[src/rtl/fetch_unit_pkg.sv]
`default_nettype none
// ---------------------------------------------------------------------------
// fetch_unit_pkg : shared pipeline constants and target helpers for IF stage
// Rev 1.0
// ---------------------------------------------------------------------------
package fetch_unit_pkg;

   localparam logic [4:0]  EXC_SYSCALL        = 5'd8;
   localparam logic [4:0]  EXC_RI             = 5'd10;
   localparam logic [4:0]  EXC_ADEL           = 5'd4;
   localparam logic [4:0]  EXC_NONE           = 5'd0;
   localparam logic [31:0] INST_NOP           = 32'h0000_0000;
   localparam logic [31:0] DEFAULT_RESET_PC   = 32'h0000_0000;
   localparam logic [31:0] DEFAULT_EXC_VECTOR = 32'h0000_0008;

   function automatic logic [31:0] branch_target(input logic [31:0] pc4,
                                                 input logic [15:0] imm16);
      return pc4 + {{14{imm16[15]}}, imm16, 2'b00};
   endfunction

   function automatic logic [31:0] jump_target(input logic [31:0] pc4,
                                               input logic [25:0] idx26);
      return {pc4[31:28], idx26, 2'b00};
   endfunction

endpackage
`default_nettype wire

[src/rtl/fetch_unit_next_pc_sel.sv]
`default_nettype none
// ---------------------------------------------------------------------------
// next_pc_sel : combinational next-PC priority mux and exception decode
// Rev 1.0
// ---------------------------------------------------------------------------
module next_pc_sel
   import fetch_unit_pkg::*;
#(
   parameter logic [31:0] EXC_VECTOR = DEFAULT_EXC_VECTOR
) (
   input  logic [31:0] pc_i,
   input  logic [31:0] id_pc4_i,
   input  logic [25:0] inst_idx_i,
   input  logic [31:0] epc_i,
   input  logic        id_beq_i,
   input  logic        id_bne_i,
   input  logic        id_j_i,
   input  logic        id_jr_i,
   input  logic        id_syscall_i,
   input  logic        id_unknown_i,
   input  logic        id_eret_i,
   input  logic        rs_eq_i,
   input  logic [31:0] rs_val_i,
   output logic [31:0] next_pc_o,
   output logic        redirect_o,
   output logic        exc_valid_o,
   output logic [4:0]  exc_code_o
);

   logic w_taken;
   logic w_adel;

   always_comb begin
      w_taken     = (id_beq_i & rs_eq_i) | (id_bne_i & ~rs_eq_i);
      w_adel      = id_jr_i & (rs_val_i[1:0] != 2'b00);
      exc_valid_o = id_syscall_i | id_unknown_i | w_adel;

      exc_code_o = EXC_NONE;
      if (id_syscall_i)      exc_code_o = EXC_SYSCALL;
      else if (id_unknown_i) exc_code_o = EXC_RI;
      else if (w_adel)       exc_code_o = EXC_ADEL;

      next_pc_o  = pc_i + 32'd4;
      redirect_o = 1'b1;
      if (exc_valid_o)    next_pc_o = EXC_VECTOR;
      else if (id_eret_i) next_pc_o = epc_i;
      else if (id_jr_i)   next_pc_o = rs_val_i;
      else if (id_j_i)    next_pc_o = jump_target(id_pc4_i, inst_idx_i);
      else if (w_taken)   next_pc_o = branch_target(id_pc4_i, inst_idx_i[15:0]);
      else                redirect_o = 1'b0;
   end

endmodule
`default_nettype wire

[src/rtl/fetch_unit.sv]
`default_nettype none
// ---------------------------------------------------------------------------
// fetch_unit : IF stage holding PC, IF/ID register and EPC/cause/EXL state
// Rev 1.0
// ---------------------------------------------------------------------------
module fetch_unit
   import fetch_unit_pkg::*;
#(
   parameter logic [31:0] RESET_PC   = DEFAULT_RESET_PC,
   parameter logic [31:0] EXC_VECTOR = DEFAULT_EXC_VECTOR
) (
   input  logic        clk,
   input  logic        rst_n,
   input  logic        stall,
   output logic [31:0] imem_addr,
   input  logic [31:0] imem_rdata,
   output logic [31:0] id_inst,
   output logic [31:0] id_pc4,
   input  logic        id_beq,
   input  logic        id_bne,
   input  logic        id_j,
   input  logic        id_jr,
   input  logic        id_syscall,
   input  logic        id_unknown,
   input  logic        id_eret,
   input  logic        rs_eq,
   input  logic [31:0] rs_val,
   output logic        redirect,
   output logic [31:0] epc,
   output logic [4:0]  cause,
   output logic        exl
);

   logic [31:0] pc_q,    pc_d;
   logic [31:0] inst_q,  inst_d;
   logic [31:0] pc4_q,   pc4_d;
   logic [31:0] epc_q,   epc_d;
   logic [4:0]  cause_q, cause_d;
   logic        exl_q,   exl_d;

   logic [31:0] sel_next_pc;
   logic        sel_redirect;
   logic        sel_exc_valid;
   logic [4:0]  sel_exc_code;

   next_pc_sel #(
      .EXC_VECTOR (EXC_VECTOR)
   ) u_next_pc_sel (
      .pc_i         (pc_q),
      .id_pc4_i     (pc4_q),
      .inst_idx_i   (inst_q[25:0]),
      .epc_i        (epc_q),
      .id_beq_i     (id_beq),
      .id_bne_i     (id_bne),
      .id_j_i       (id_j),
      .id_jr_i      (id_jr),
      .id_syscall_i (id_syscall),
      .id_unknown_i (id_unknown),
      .id_eret_i    (id_eret),
      .rs_eq_i      (rs_eq),
      .rs_val_i     (rs_val),
      .next_pc_o    (sel_next_pc),
      .redirect_o   (sel_redirect),
      .exc_valid_o  (sel_exc_valid),
      .exc_code_o   (sel_exc_code)
   );

   always_comb begin
      pc_d    = pc_q;
      inst_d  = inst_q;
      pc4_d   = pc4_q;
      epc_d   = epc_q;
      cause_d = cause_q;
      exl_d   = exl_q;
      // A stalled ID instruction keeps its redirect pending until stall drops.
      if (!stall) begin
         pc_d = sel_next_pc;
         if (sel_redirect) begin
            inst_d = INST_NOP;
            pc4_d  = 32'd0;
         end else begin
            inst_d = imem_rdata;
            pc4_d  = pc_q + 32'd4;
         end
         if (sel_exc_valid) begin
            cause_d = sel_exc_code;
            if (!exl_q) begin
               epc_d = pc4_q - 32'd4;
               exl_d = 1'b1;
            end
         end else if (id_eret) begin
            exl_d = 1'b0;
         end
      end
   end

   always_ff @(posedge clk or negedge rst_n) begin
      if (!rst_n) begin
         pc_q    <= RESET_PC;
         inst_q  <= INST_NOP;
         pc4_q   <= 32'd0;
         epc_q   <= 32'd0;
         cause_q <= EXC_NONE;
         exl_q   <= 1'b0;
      end else begin
         pc_q    <= pc_d;
         inst_q  <= inst_d;
         pc4_q   <= pc4_d;
         epc_q   <= epc_d;
         cause_q <= cause_d;
         exl_q   <= exl_d;
      end
   end

   assign imem_addr = pc_q;
   assign id_inst   = inst_q;
   assign id_pc4    = pc4_q;
   assign redirect  = sel_redirect & ~stall;
   assign epc       = epc_q;
   assign cause     = cause_q;
   assign exl       = exl_q;

endmodule
`default_nettype wire

[config.mk]
export PLATFORM = sky130hd
export DESIGN_NAME = fetch_unit
export DESIGN_NICKNAME = d
export VERILOG_FILES = /design/src/rtl/fetch_unit_pkg.sv /design/src/rtl/fetch_unit_next_pc_sel.sv /design/src/rtl/fetch_unit.sv
export SDC_FILE = /design/constraint.sdc
export NUM_CORES = 1
export LEC_CHECK = 0
export CORE_ASPECT_RATIO = 1.5
export CORE_MARGIN = 5
export CORE_UTILIZATION = 53
export CTS_BUF_LIST = sky130_fd_sc_hd__clkbuf_8
export DETAILED_ROUTE_END_ITERATION = 10
export HOLD_SLACK_MARGIN = 0.05
export PLACE_DENSITY = 0.83
export SYNTH_ARGS = -nofsm -noshare
export SYNTH_HDL_FRONTEND = slang
export SYNTH_HIERARCHICAL = 1
export SYNTH_SLANG_ARGS = --single-unit
export TNS_END_PERCENT = 5
[constraint.sdc]
create_clock -name clk -period 4.1 [get_ports clk]
set_input_delay 0.41 -clock clk [delete_from_list [all_inputs] [get_ports clk]]
set_output_delay 0.41 -clock clk [all_outputs]
set_load 0.01 [all_outputs]
Word level (Yosys, flattened, before mapping)
Cells that the tools add are included.
Word-level totals
  register bits: 134
  output and inout bits: 135
  input bits: 75
  word-level logic and storage cells: 41
Operators by class
  muxes and demuxes: 17
  reductions and logical operators: 5
  bitwise gates (word level): 10
  add/sub/neg operators: 3
Operators with widths (number)
  $mux 32: 7
  $add 32x3->32 const B: 1
  $add 32x32->32: 1
  $sub 32x3->32 const B: 1
  $mux 5: 2
  $mux 1: 7
  $and 1x1->1: 4
  $reduce_and 2->1: 2
  $reduce_bool 2->1: 2
  $mux 3: 1
  $not 1->1: 3
  $or 1x1->1: 3
  $reduce_and 3->1: 1

Longest topological paths before layout
Gate-level depths: netlist of run 1.
  word-level depth: 9
  mapped depth: 12
  depth with buffers taken out: 12

Cells and area by module
The synthesis of run 1 kept the hierarchy.
Modules (own cells, without submodules)
  fetch_unit: area an instance 6092.1 um2, seq. area each 3353.2 um2, instances 1, cells each 574
  next_pc_sel: area an instance 3380.7 um2, seq. area each 0.0 um2, instances 1, cells each 537

Worst setup path before layout of run 1
No wires, ideal clock.
  path kind: reg2reg
  start: reg pc4_q[2] (netlist: id_pc4[2])
  end: reg pc_q[18] (netlist: imem_addr[18])
  data required time: 3.975 ns
  setup time: 0.125 ns
  buffers on the path: 0
  stages on the path, launching flop included: 13
  arrival: 3.003 ns
  clock period less this slack: 3.128 ns
  setup slack: 0.972 ns
  cells stage by stage: dfrtp_1 ha_1 fa_1 a21o_1 a21oi_1 o41ai_2 a31oi_1 o41a_1 xor2_1 nand2_1 a221oi_1 o41ai_1 mux2_2
On the way
  longest elaborated chain between the ends: 6
RTL lines
  start, declared: line fetch_unit.sv:36  | logic [31:0] pc4_q, pc4_d;
  start signal, assigned: line fetch_unit.sv:108  | pc4_q <= pc4_d;
  $add 32x32->32: line fetch_unit_pkg.sv:18  | return pc4 + {{14{imm16[15]}}, imm16, 2'b00};
  $mux 32: line fetch_unit_next_pc_sel.sv:49  | else if (w_taken) next_pc_o = branch_target(id_pc4_i, inst_idx_i[15:0]);
  $mux 32: line fetch_unit_next_pc_sel.sv:48  | else if (id_j_i) next_pc_o = jump_target(id_pc4_i, inst_idx_i);
  $mux 32: line fetch_unit_next_pc_sel.sv:47  | else if (id_jr_i) next_pc_o = rs_val_i;
  $mux 32: line fetch_unit_next_pc_sel.sv:46  | else if (id_eret_i) next_pc_o = epc_i;
  $mux 32: line fetch_unit_next_pc_sel.sv:45  | if (exc_valid_o) next_pc_o = EXC_VECTOR;
  named net sel_next_pc[18]: line fetch_unit.sv:41  | logic [31:0] sel_next_pc;
  end signal, assigned: line fetch_unit.sv:106  | pc_q <= pc_d;
  end, declared: line fetch_unit.sv:34  | logic [31:0] pc_q, pc_d;
The timed path passes the listed nets, and every way through them passes these cells.
A chain may end at the register's enable or synchronous reset.

Worst setup path after layout of run 1
  start: reg pc4_q[2] (netlist: id_pc4[2])
  end: reg pc_q[14] (netlist: imem_addr[14])
Same word-level chain as after synthesis.

==> results of run 1 <==
[metal layers]
layer	part of all wire [%]	routed length, um	vias up
li1	-	-	4365
met1	37	12700	4603
met2	49	17000	569
met3	8.1	2820	127
met4	6.3	2170	0
met5	0	0	-
[flip-flops by register name (all words and copies together), names as in the netlist]
name       count
imem_addr     32
id_inst       32
epc           32
cause          5
exl            1
id_pc4        32
[cells in the final DEF, fill, tap and decap left out, types with 8 or more instances in the layout]
master           synthesis  layout
a21o_1                  19      19
a21oi_1                 66      66
a221oi_1                14      14
a22o_1                  29      29
and3_1                  17      17
buf_4                    2      22
clkbuf_8                 0      17
clkdlybuf4s50_1          0     206
dfrtp_1                134     134
ha_1                    32      32
inv_1                   24      24
mux2_2                  38      38
nand2_1                129     129
nand2b_1                44      43
nand3_1                 39      39
nand4_1                 13      13
nor2_1                  73      72
nor2b_1                 10      10
nor3_1                  29      29
nor4_1                   8       8
o211ai_1                15      15
o21ai_0                114     114
o21bai_1                10      10
xnor2_1                 56      56
xor2_1                  48      48
[how the worst max path moves through the flow]
stage | to | cells after the start | start | slack (ns)
final | imem_addr[14]$_DFFE_PN0N_ | 12 | id_pc4[2]$_DFFE_PN0N_ | 0.62
after CTS | imem_addr[18]$_DFFE_PN0N_ | 13 | id_pc4[2]$_DFFE_PN0N_ | 0.68
after detailed placement | imem_addr[18]$_DFFE_PN0N_ | 13 | id_pc4[2]$_DFFE_PN0N_ | 0.70
after global routing | imem_addr[14]$_DFFE_PN0N_ | 12 | id_pc4[2]$_DFFE_PN0N_ | 0.46
after floorplan | imem_addr[18]$_DFFE_PN0N_ | 12 | id_pc4[2]$_DFFE_PN0N_ | 0.97
after global placement | imem_addr[18]$_DFFE_PN0N_ | 13 | id_pc4[2]$_DFFE_PN0N_ | 0.75
[area by class of cell]
cell class | count | area share, %
multi-input cells | 892 | 47.7
flip-flops and latches | 134 | 27.6
repair buffers | 231 | 18.5
well taps | 217 | 2.23
clock buffers | 17 | 1.92
clock inverters | 15 | 1.28
inverters | 24 | 0.741
diodes | 1 | 0.0206
[metrics by stage]
| stage | setup WS [ns] | utilization [%] | hold slack (ns) |
|---|---|---|---|
| global route | 0.464 | 68.3 | 0.487 |
| floorplan | 0.972 | - | 0.114 |
| CTS | 0.681 | 68.3 | 0.478 |
| detailed placement | 0.695 | 66.1 | 0.470 |
| finish | 0.619 | 68.3 | 0.488 |
| global placement | 0.752 | 66.1 | 0.469 |
[worst max-delay path, delay by kind of cell, from the launching register on]
kind,cells,cell delay [ns]
flip-flops,1,0.44
AO/OA/AOI/OAI,6,1.56
multiplexers,1,0.27
adder cells (fa/ha/maj),2,0.67
XOR/XNOR,1,0.18
AND/OR/NAND/NOR,1,0.09
buffers and inverters,1,0.16
[power by group through the flow]
stage / logic [mW] / clock network [mW] / registers, mW
after global routing: 0.781 / 1.22 / 1.57
after floorplan: 0.262 / 0 / 1.59
after CTS: 0.726 / 1.16 / 1.55
after detailed placement: 0.723 / 0 / 1.57
after global placement: 0.714 / 0 / 1.57
final: 0.729 / 1.15 / 1.55
[cells by family (layout without fill, tap and decap cells)]
family	after synthesis	in the layout	share of synthesized area [%]
compound gates	318	318	21.5
xor+xnor	104	104	9.62
fa+ha+maj	33	33	4.44
buf+inv	86	287	3.50
flops	134	134	35.4
mux	41	41	4.83
other cells	1	3	0.0396
simple gates	394	394	20.7
==> results.ini, run 1 <==
[power_and_ir_drop]
p_seq_share_pct=45.3
p_int_mw=2.30
switchingPower_mw=1.13
p_per_area_nw_per_um2=282
p_sw_share_pct=32.9
vdd_drop_max_mv=0.190
total_power_mw=3.43
power_frac_comb_pct=21.3
p_leak_nw=5.31
power.clock.fraction_pct=33.5

[layout]
stdcell_count=1531
nFillCells=1458
drive_gt1_share_pct=9.06
final_cell_area_sq_um=12200
syn_to_final_growth_pct=28.4
multi_input_area_sq_um=5800
final-seq-area_sq_um=3350
num-nets-final=1408

[logic_synthesis]
synth.distinct_cells=70
yosysTopAreaCell=dfrtp_1
postSynthCellCount=1111
ys.flop_type=dfrtp_1
synth_seq_area_share_pct=35.4
synth-seq-cells=134
async_reset_ff_share_pct=100
synthTopCellsByCount=dfrtp_1 (134), nand2_1 (129), o21ai_0 (114), nor2_1 (73), a21oi_1 (66)
synth_area_sq_um=9470
synth_most_common_cell=dfrtp_1
synth_edf_count=0
syn_area_per_cell_sq_um=8.53
synthTopCellsByArea=dfrtp_1 (35%), o21ai_0 (6.0%), xnor2_1 (5.2%)
synth_warnings=6
yosys.area.top_type_share_pct=35.4

[floorplan]
dieArea_sq_um=20700
core_sq_um=17800
die_w_um=119
die_h_um=174
ioPinCount=210
start_util_pct=53.2
row_count=60

[hold_path]
hp-class=in2reg
hold-path-endpoint=id_inst[3]$_DFFE_PN0N_
hp-start=imem_rdata[3]
min_delay_path_depth=3

[critical_path]
critPathRequiredTime_ns=4.46
rr_worst_depth=12
slowest_delay_ns=0.48
worstPathCellList=ha_1, fa_1, a21o_1, a21oi_1, buf_4, o41ai_2, a31oi_1, o21ai_0, xor2_1, a2111oi_0, nor3_1, mux2_2
arrival_ns=3.84
r2r_end=imem_addr[14]$_DFFE_PN0N_
path_class=reg2reg
crit_fanout=6
crit_path_end_kind=flip-flop
r2r_start=id_pc4[2]$_DFFE_PN0N_
worstSetupStartpointType=flip-flop
reg2reg_setup_slack_ns=0.62
cp_slowest_cell=a31oi_1

[global_routing]
busiest_layer=met2
overflow=0
grt.total_usage_pct=33.0
grt_util_met1_pct=39.4
use_met2_pct=55.7
grt_pass1_wl_um=53500
grt_max_degree=72
use_met3_pct=5.45
grt_antenna_before_repair=1
grt_pass1_vias=9377

[place]
gp_congestion=1.00
hpwl_um=25100
dpl.cell_count=1497
placed_area_sq_um=11800
portBuffers=209

[timing]
clock_skew_ns=0.0144
finalHoldViolCount=0
finalSetupTns_ns=0
fin_crit_sh_pct=84.9
worst_pin_slew_ns=0.957
slew_headroom_pct=35.7
setup_viol=0
period_minus_slack_ns=3.48
max_freq_ghz=0.287
slew_violations=0
rsz0062_at_grt=false

[cts]
cts_sinks=134
ctsResizeCount=0
clk_path_buf_depth=2
cts_setup_buffers=0
cts_tree=yes
htreeDepth=4
cts_root_buf=clkbuf_8
cts_hold_buf=1
clk_latency_ns=0.48
path_clk_slew_ns=0.10
numCtsBuffers=17

[detailed_routing]
drt-initial-drc-count=905
dr_total_vias=9664
avgViaCountPerCell=6.31
drcViolationCount=0
drtPass1Iterations=5
ant_nets=0
wl_um=34600
routedWlPerCell_um=22.6

[outcome]
outcome=completed

[flow_run]
cap_violations=0

No activity file was read; power rests on OpenSTA's default activity.
==> inputs of run 2 (changes only) <==
- CORE_UTILIZATION: 53 -> 48
- PLACE_DENSITY: 0.83 -> 0.8
- clock period: 4.1 -> 3.2 ns (I/O delays scaled with it)
==> results.ini, run 2 (synthesis gave the netlist of run 1 again) <==
[global_routing]
grt.total_usage_pct=31.3
overflow=0
grt_antenna_before_repair=0
grt_max_degree=78
grt_pass1_wl_um=55600
grt_pass1_vias=9787

[critical_path]
crit_path_end_kind=flip-flop
rr_worst_depth=11
path_class=reg2reg
r2r_end=imem_addr[31]$_DFFE_PN0N_
arrival_ns=3.44
worstSetupStartpointType=flip-flop
crit_fanout=5
reg2reg_setup_slack_ns=0.12
r2r_start=id_pc4[7]$_DFFE_PN0N_
critPathRequiredTime_ns=3.56

[place]
place_ws_ns=0.0774
portBuffers=209
placed_area_sq_um=12200
hpwl_um=27000
gp_congestion=0.961

[cts]
clk_path_buf_depth=2
clk_latency_ns=0.48
cts_tree=yes
cts_sinks=134
cts_setup_buffers=0
path_clk_slew_ns=0.08
htreeDepth=4
cts_root_buf=clkbuf_8
numCtsBuffers=17

[hold_path]
min_delay_path_depth=3
hold-path-endpoint=id_inst[2]$_DFFE_PN0N_
hp-class=in2reg
hp-start=stall

[layout]
final_common_cell=clkdlybuf4s50_1
final_cell_area_sq_um=12700
num-nets-final=1456
syn_to_final_growth_pct=34.0
nFillCells=1692
final-seq-area_sq_um=3350
drive_gt1_share_pct=12.7
layout_common_cells=clkdlybuf4s50_1 (206), dfrtp_1 (133), nand2_1 (129)
antenna_cells=0
multi_input_area_sq_um=5830

[timing]
slew_violations=0
rsz0062_at_grt=false
max_freq_ghz=0.325
fin_crit_sh_pct=96.1
period_minus_slack_ns=3.08
slew_headroom_pct=30.1
clock_skew_ns=0.0174
hold_slack_ns=0.332
setup_slack_ns=0.124
worst_pin_slew_ns=1.05
finalHoldViolCount=0
setup_viol=0
finalSetupTns_ns=0

[flow_run]
cap_violations=0

[power_and_ir_drop]
power.clock.fraction_pct=36.4
p_int_mw=3.27
p_seq_share_pct=42.7
vdd_drop_max_mv=0.362
p_leak_nw=5.60
switchingPower_mw=1.36
p_sw_share_pct=29.3
p_per_area_nw_per_um2=364
power_frac_comb_pct=20.9

[outcome]
outcome=completed

[detailed_routing]
ant_nets=0
drt-initial-drc-count=848
avgViaCountPerCell=6.08
drcViolationCount=0
drtPass1Iterations=5
wl_um=36300
dr_total_vias=9858
routedWlPerCell_um=22.4

[floorplan]
die_h_um=182
row_count=63
die_w_um=125
core_sq_um=19600
ioPinCount=210
dieArea_sq_um=22700
start_util_pct=48.3

[run 2: changes by cell type in the layout (fill, tap and decap cells not counted), sizes merged]
cell	before	now
clkbuf	17	22
clkinv	1	3
buf	24	72
diode	1	0
inv	34	25
bufinv	1	4
clkinvlp	3	2
[run 2: layer usage]
metal  vias to the layer above  GRT usage, %  routed length [um]
li1                       4453             -                   -
met1                      4743          36.0               13100
met2                       524          53.3               17900
met3                       138          6.53                2920
met4                         0          19.4                2360
met5                         -             0                   0
[run 2: what timing repair did]
action                                  CTS  global route
endpoints found under the hold margin    74             0
hold buffers                              1             0
endpoints found under the setup margin    0             6
gates resized for setup                   0             9
[run 2: worst max-delay path, cell delays in order, from the launching register on]
cell and delay [ns]:
dfrtp_1 0.41, ha_1 0.27, a211oi_2 0.28, o21bai_1 0.12
or3_1 0.39, and3_4 0.20, o211ai_4 0.23, a31oi_1 0.14
nand3b_4 0.19, a2111oi_4 0.34, o22ai_1 0.12, mux2_2 0.26
[run 2: power by group through the flow]
stage	sequential [mW]	combinational, mW	clock, mW
CTS	1.98	0.964	1.70
detailed placement	2.01	0.959	0
global route	2.00	1.03	1.78
global placement	2.00	0.943	0
finish	1.98	0.967	1.68
floorplan	2.04	0.336	0
[run 2: final cells by class]
| type | count | area share [%] |
|---|---|---|
| inverters | 24 | 0.709 |
| well taps | 260 | 2.56 |
| clock inverters | 10 | 1.31 |
| flip-flops and latches | 134 | 26.4 |
| clock buffers | 22 | 2.38 |
| repair buffers | 279 | 20.7 |
| multi-input cells | 892 | 45.9 |
[run 2: how the worst max path moves through the flow]
stage,from,endpoint,slack [ns],cells after the start
detailed placement,id_pc4[2]$_DFFE_PN0N_,imem_addr[30]$_DFFE_PN0N_,0.08,14
CTS,id_pc4[2]$_DFFE_PN0N_,imem_addr[30]$_DFFE_PN0N_,0.06,14
global placement,id_pc4[2]$_DFFE_PN0N_,imem_addr[30]$_DFFE_PN0N_,0.12,14
global route,id_inst[6]$_DFFE_PN0N_,imem_addr[31]$_DFFE_PN0N_,0.01,11
floorplan,id_pc4[2]$_DFFE_PN0N_,imem_addr[18]$_DFFE_PN0N_,0.07,12
finish,id_pc4[7]$_DFFE_PN0N_,imem_addr[31]$_DFFE_PN0N_,0.12,11
[run 2: through the flow]
stage	instances	power, mW	util, %
floorplan	1112	2.37	-
global placement	1588	2.95	62.1
detailed placement	1588	2.96	62.1
CTS	1621	4.64	64.5
global route	1621	4.81	64.7
finish	1621	4.63	64.7
